===== src/rtl/mac_accumulator_if.sv =====
// Handshake bundle between a product source, the MAC accumulator and its result sink.
// The master side drives start/pro/in_valid/out_ready; the slave is the accumulator.
interface mac_accumulator_if #(
    parameter int ACC_W = 12
);
    logic             start;
    logic [7:0]       pro;
    logic             in_valid;
    logic             in_ready;
    logic [ACC_W-1:0] acc;
    logic             out_valid;
    logic             out_ready;
    logic             ovf;
    logic             busy;
    logic [3:0]       cnt;

    modport master (
        output start, pro, in_valid, out_ready,
        input  in_ready, acc, out_valid, ovf, busy, cnt
    );

    modport slave (
        input  start, pro, in_valid, out_ready,
        output in_ready, acc, out_valid, ovf, busy, cnt
    );
endinterface


===== src/rtl/mac_accumulator.sv =====
// Saturating accumulator that sums NTERMS unsigned 8-bit products per run
// and presents the total through a valid/ready result handshake.
module mac_accumulator #(
    parameter int NTERMS = 8,
    parameter int ACC_W  = 12
) (
    input logic              clk,
    input logic              rst,
    mac_accumulator_if.slave bus
);
    typedef enum logic [1:0] {
        IDLE,
        ACCUM,
        DONE
    } state_t;

    localparam logic [3:0]       LAST_CNT = 4'(NTERMS - 1);
    localparam logic [ACC_W-1:0] SAT_VAL  = '1;

    state_t           state;
    logic [ACC_W-1:0] acc_q;
    logic [3:0]       cnt_q;
    logic             ovf_q;
    logic             in_ready_q;
    logic             out_valid_q;
    logic             busy_q;

    logic [ACC_W:0]   sum;
    logic             xfer;

    // The extra top bit of sum is the carry that signals saturation.
    always_comb begin
        sum  = {1'b0, acc_q} + {{(ACC_W - 7){1'b0}}, bus.pro};
        xfer = in_ready_q & bus.in_valid;
    end

    // Handshake flags are registered alongside the state so they mirror it exactly.
    always_ff @(posedge clk) begin
        if (rst) begin
            state       <= IDLE;
            acc_q       <= '0;
            cnt_q       <= '0;
            ovf_q       <= 1'b0;
            in_ready_q  <= 1'b0;
            out_valid_q <= 1'b0;
            busy_q      <= 1'b0;
        end else begin
            case (state)
                IDLE: begin
                    if (bus.start) begin
                        state      <= ACCUM;
                        acc_q      <= '0;
                        cnt_q      <= '0;
                        ovf_q      <= 1'b0;
                        in_ready_q <= 1'b1;
                        busy_q     <= 1'b1;
                    end
                end
                ACCUM: begin
                    if (xfer) begin
                        if (sum[ACC_W]) begin
                            acc_q <= SAT_VAL;
                            ovf_q <= 1'b1;
                        end else begin
                            acc_q <= sum[ACC_W-1:0];
                        end
                        cnt_q <= cnt_q + 4'd1;
                        if (cnt_q == LAST_CNT) begin
                            state       <= DONE;
                            in_ready_q  <= 1'b0;
                            out_valid_q <= 1'b1;
                        end
                    end
                end
                DONE: begin
                    if (bus.out_ready) begin
                        state       <= IDLE;
                        out_valid_q <= 1'b0;
                        busy_q      <= 1'b0;
                    end
                end
                default: begin
                    state       <= IDLE;
                    in_ready_q  <= 1'b0;
                    out_valid_q <= 1'b0;
                    busy_q      <= 1'b0;
                end
            endcase
        end
    end

    assign bus.in_ready  = in_ready_q;
    assign bus.out_valid = out_valid_q;
    assign bus.busy      = busy_q;
    assign bus.acc       = acc_q;
    assign bus.cnt       = cnt_q;
    assign bus.ovf       = ovf_q;
endmodule


===== src/flat_wrapper.sv =====
// flat-port wrapper written by rule: the top's interface ports become plain ports
module mac_accumulator_flat 
#(
    parameter int NTERMS = 8,
    parameter int ACC_W  = 12
)
  (clk, rst, bus_start, bus_pro, bus_in_valid, bus_out_ready, bus_in_ready, bus_acc, bus_out_valid, bus_ovf, bus_busy, bus_cnt);
  mac_accumulator_if #(.ACC_W(ACC_W)) bus_i ();
  input logic clk;
  input logic rst;
  input wire logic [$bits(bus_i.start)-1:0] bus_start;
  input wire logic [$bits(bus_i.pro)-1:0] bus_pro;
  input wire logic [$bits(bus_i.in_valid)-1:0] bus_in_valid;
  input wire logic [$bits(bus_i.out_ready)-1:0] bus_out_ready;
  output wire logic [$bits(bus_i.in_ready)-1:0] bus_in_ready;
  output wire logic [$bits(bus_i.acc)-1:0] bus_acc;
  output wire logic [$bits(bus_i.out_valid)-1:0] bus_out_valid;
  output wire logic [$bits(bus_i.ovf)-1:0] bus_ovf;
  output wire logic [$bits(bus_i.busy)-1:0] bus_busy;
  output wire logic [$bits(bus_i.cnt)-1:0] bus_cnt;
  assign bus_i.start = bus_start;
  assign bus_i.pro = bus_pro;
  assign bus_i.in_valid = bus_in_valid;
  assign bus_i.out_ready = bus_out_ready;
  assign bus_in_ready = bus_i.in_ready;
  assign bus_acc = bus_i.acc;
  assign bus_out_valid = bus_i.out_valid;
  assign bus_ovf = bus_i.ovf;
  assign bus_busy = bus_i.busy;
  assign bus_cnt = bus_i.cnt;
  mac_accumulator #(.NTERMS(NTERMS), .ACC_W(ACC_W)) u_core (.clk(clk), .rst(rst), .bus(bus_i));
endmodule

===== config.mk =====
export PLATFORM = sky130hd
export DESIGN_NAME = mac_accumulator_flat
export DESIGN_NICKNAME = d
export VERILOG_FILES = /design/src/rtl/mac_accumulator_if.sv /design/src/rtl/mac_accumulator.sv /design/src/flat_wrapper.sv
export SDC_FILE = /design/constraint.sdc
export NUM_CORES = 1
export LEC_CHECK = 0
export CORE_UTILIZATION = 40
export CTS_BUF_LIST = sky130_fd_sc_hd__clkbuf_8
export CTS_CLUSTER_SIZE = 28
export DETAILED_ROUTE_END_ITERATION = 6
export PLACE_DENSITY = 0.7
export SLEW_MARGIN = 0
export SYNTH_ARGS = -nofsm -noshare
export SYNTH_HDL_FRONTEND = slang
export SYNTH_SLANG_ARGS = --single-unit
export TNS_END_PERCENT = 30

===== constraint.sdc =====
create_clock -name clk -period 2.3 [get_ports clk]
set_input_delay 0.46 -clock clk [delete_from_list [all_inputs] [get_ports clk]]
set_output_delay 0.46 -clock clk [all_outputs]
set_load 0.05 [all_outputs]

==> qor.csv, run 1 <==
stage,metric,value,unit
clocking,# hold bufs at CTS,0,
routing,via count,1401,
final_layout,fin nets,244,
timing,Peak Freq,459.8,MHz
logic_synthesis,Post-Syn Area,0.001381,sq mm
routing,Detail Route Antenna Nets,0,
clocking,worst skew pair latency,0.26,ns
global_route,number of antenna violations at the first check in global routing,0,
routing,detailed-router iteration count before antenna repair,4,
routing,detailed-route wire length per cell,13.28,um
logic_synthesis,Syn Nets,189,
floorplanning,Starting Density,0.4381,
placement,port buffer count,32,
logic_synthesis,Syn Area/Cell,8.321,sq um
floorplanning,placement row count,20,
global_route,total grt overflow,0,
pwr,Tot Pwr,935.7,uW
logic_synthesis,xor-xnor portion of the synthesized cell area,0.03170,
logic_synthesis,Synth cell types,43,
clocking,CTS sink count,22,
logic_synthesis,Synth Area in Adders,0.09601,
routing,WL final,3506,um
worst_setup_path,CP required,2.48,ns
worst_setup_path,"critical path fanouts, max",4,
worst_setup_path,data arrival time of the critical path,2.36,ns
final_layout,fill count,285,
floorplanning,die height,60.77,um
clocking,number of CTS-inserted buffers,3,
logic_synthesis,synthesis warning total,0,
final_layout,fin cells,264,
global_route,GRT Util Overall,0.2085,
logic_synthesis,Post-synth EDFFs,0,
logic_synthesis,asr flop ratio synth,0,
timing,RSZ-0062 raised after global routing,false,
pwr,Peak supply drop,0.2296,mV
logic_synthesis,complex-gate fraction of the synthesized area,0.2717,
timing,Slew @ Worst Pin,0.6163,ns
pwr,sw frac,0.2495,
worst_setup_path,critical path class,in -> reg,
pwr,Pleak,0.8158,nW
outcome,outcome,"complete, no violations",
timing,worst relative slew slack,0.5869,
timing,clk_skew,0.005636,ns
clocking,H-tree level count,1,
final_layout,share of post-route cells with drive strength above 1,0.1955,
routing,via density per instance,5.307,
worst_setup_path,Setup crit start kind,primary input,
global_route,pin count of the biggest net entering global routing,14,
clocking,CTS tree,built,
placement,dpl hpwl,2775,um
logic_synthesis,largest family of logic cells by synthesized area,compound AO/OA/AOI/OAI gates,
floorplanning,io pins,33,
clocking,Clock transition at path regs,0.09,ns
global_route,first-pass GRT wire length,5823,um
clocking,Max Buffers Root-to-Sink,2,
final_layout,antenna cells,0,
logic_synthesis,Main synth FF type,dfxtp_1,
global_route,vias in the first global route,1278,
final_layout,register area,440.4,sq um
worst_setup_path,Setup crit end kind,flop,
floorplanning,Horiz. Die Dim,60.77,um
logic_synthesis,Syn Inst Count,166,
pwr,Int Pwr,702.2,uW
pwr,P_sw,233.4,uW
placement,gpl congestion,0.8357,
pwr,clock share of power,0.389,
logic_synthesis,post-synthesis mux area share,0,
pwr,Comb pwr share,0.186,
timing,endpoints failing hold,0,
timing,fin. max-slew vios,0,
final_layout,synthesis-to-finish area growth,44.75,%
job,MaxCap Viol Count,0,
worst_hold_path,worst hold path class,reg -> reg,
routing,number of remaining DRC errors,0,
pwr,Power Density,468.0,mW/mm^2
timing,Final min period,2.175,ns
clocking,CTS root buffer,clkbuf_8,
logic_synthesis,"area fraction in and, or, nand and nor cells after synthesis",0.2391,
final_layout,multi-input combinational cell area,905.9,sq um
placement,placed cells,259,
floorplanning,Die ar.,0.003692,sq mm
timing,Final setup viols,0,
pwr,Seq pwr share,0.425,
routing,DRT iter0 DRCs,89,
timing,Tcrit/Tclk final,0.9457,
logic_synthesis,Yosys reg bits,22,
floorplanning,core area,0.003153,sq mm
logic_synthesis,sequential fraction of the synthesis area,0.3188,
## power groups by stage
stage	Combinational, mW	Sequential, mW	Clock (mW)
after global placement	0.169	0.406	0
after floorplan	0.0807	0.429	0
after CTS	0.172	0.398	0.372
after global routing	0.190	0.399	0.386
final	0.174	0.398	0.364
after detailed placement	0.171	0.407	0
## worst max-delay path: stages
cell and delay [ns]:
clkdlybuf4s50_1 0.41, ha_2 0.40, nand2_1 0.08, o21ai_2 0.25, o211ai_1 0.18, buf_4 0.18
and4_1 0.15, a211oi_1 0.23
## per-stage QoR
step	setup slack, ns	TNS, ns	cell area (sq um)	hold WS, ns	util
after global placement	-0.1747	-1.830	1897	0.4566	0.6016
after global routing	0.01781	0	1999	0.5226	0.6341
after floorplan	0.06928	0	1381	0.4862	-
after detailed placement	-0.2236	-2.224	1897	0.4720	0.6016
after CTS	0.03972	0	1968	0.4842	0.6242
final	0.1249	0	1999	0.4847	0.6341
## sequential cells by signal, summed over array words and instances (netlist names)
name and count:
u_core.bus.in_ready 1, u_core.bus.cnt 4, u_core.state 2, u_core.bus.acc 12, u_core.bus.out_valid 1, u_core.bus.ovf 1, u_core.bus.busy 1
## synthesized netlist by cell type, types with 2 or more instances
library cell | count | area (sq um)
o21ai_0 | 6 | 30.03
ha_1 | 9 | 112.6
nand4_1 | 2 | 12.51
nor3_1 | 7 | 35.03
a22o_1 | 9 | 78.83
a21o_1 | 3 | 22.52
nor2b_1 | 4 | 25.02
o21bai_1 | 3 | 22.52
a22oi_1 | 4 | 30.03
xor2_1 | 4 | 35.03
dfxtp_1 | 22 | 440.4
a211oi_1 | 4 | 30.03
buf_2 | 5 | 25.02
a21oi_1 | 14 | 70.07
nand3_1 | 5 | 25.02
nor2_1 | 19 | 71.32
inv_1 | 5 | 18.77
nand3b_1 | 2 | 15.01
nand2b_1 | 4 | 25.02
a31oi_1 | 2 | 12.51
nand2_1 | 11 | 41.29
## kinds of logic after synthesis
kind of cell    after synthesis
simple gates                 63
compound gates               54
flops                        22
buf+inv                      12
fa+ha+maj                    10
xor+xnor                      5
## placed cells by master, fill, tap and decap left out, drive strengths merged, types with 2 or more instances in the layout
master,count
inv,5
clkdlybuf4s50,32
buf,25
nand3,5
nor2b,4
a21oi,15
a22o,9
nor3,8
nand4,3
clkbuf,3
xor2,4
a211oi,4
a31oi,2
nand2,11
nand2b,4
o21bai,3
a22oi,4
dfxtp,22
ha,9
a21o,3
nand3b,2
nor2,20
o21ai,7
## final cells by class
type                    count  share of cell area
multi-input cells         132              0.4531
flip-flops and latches     22              0.2203
well taps                  44             0.02753
clock buffers               3             0.02065
repair buffers             57              0.2541
inverters                   5            0.009387
clock inverters             1             0.01502
## metal layers
layer  up-vias  part of all wire  GRT usage
met5         -                 0          0
met4         0            0.0043    0.06169
met3         2             0.024    0.01919
met2        25              0.49     0.3469
met1       651              0.48     0.2870
li1        723                 -          -
## worst paths after layout
path                                        start                 to  slack, ns  depth (start not counted)
worst max register to register  u_core.bus.acc[6]  u_core.bus.acc[6]       0.41                          7
worst min-delay path              u_core.bus.busy    u_core.bus.busy       0.48                          2
worst min register to register    u_core.bus.busy    u_core.bus.busy       0.48                          2
worst max-delay path                   bus_pro[7]  u_core.bus.acc[6]       0.12                          8
## what timing repair did
item / 4_1_cts / 5_1_grt
endpoints found under the setup margin: 0 / 7
setup buffers: 0 / 1
gates resized for setup: 0 / 7
(Power assumes the default switching activity.)
==> inputs of run 2 (changes only) <==
--- a/config.mk
+++ b/config.mk
@@ -5,6 +5,7 @@
 export SDC_FILE = /design/constraint.sdc
 export NUM_CORES = 1
 export LEC_CHECK = 0
+export ABC_AREA = 0
 export CORE_UTILIZATION = 40
 export CTS_BUF_LIST = sky130_fd_sc_hd__clkbuf_8
 export CTS_CLUSTER_SIZE = 28
==> results of run 2 <==
Same layout as run 1: the final DEF is identical, and so are final timing and power.
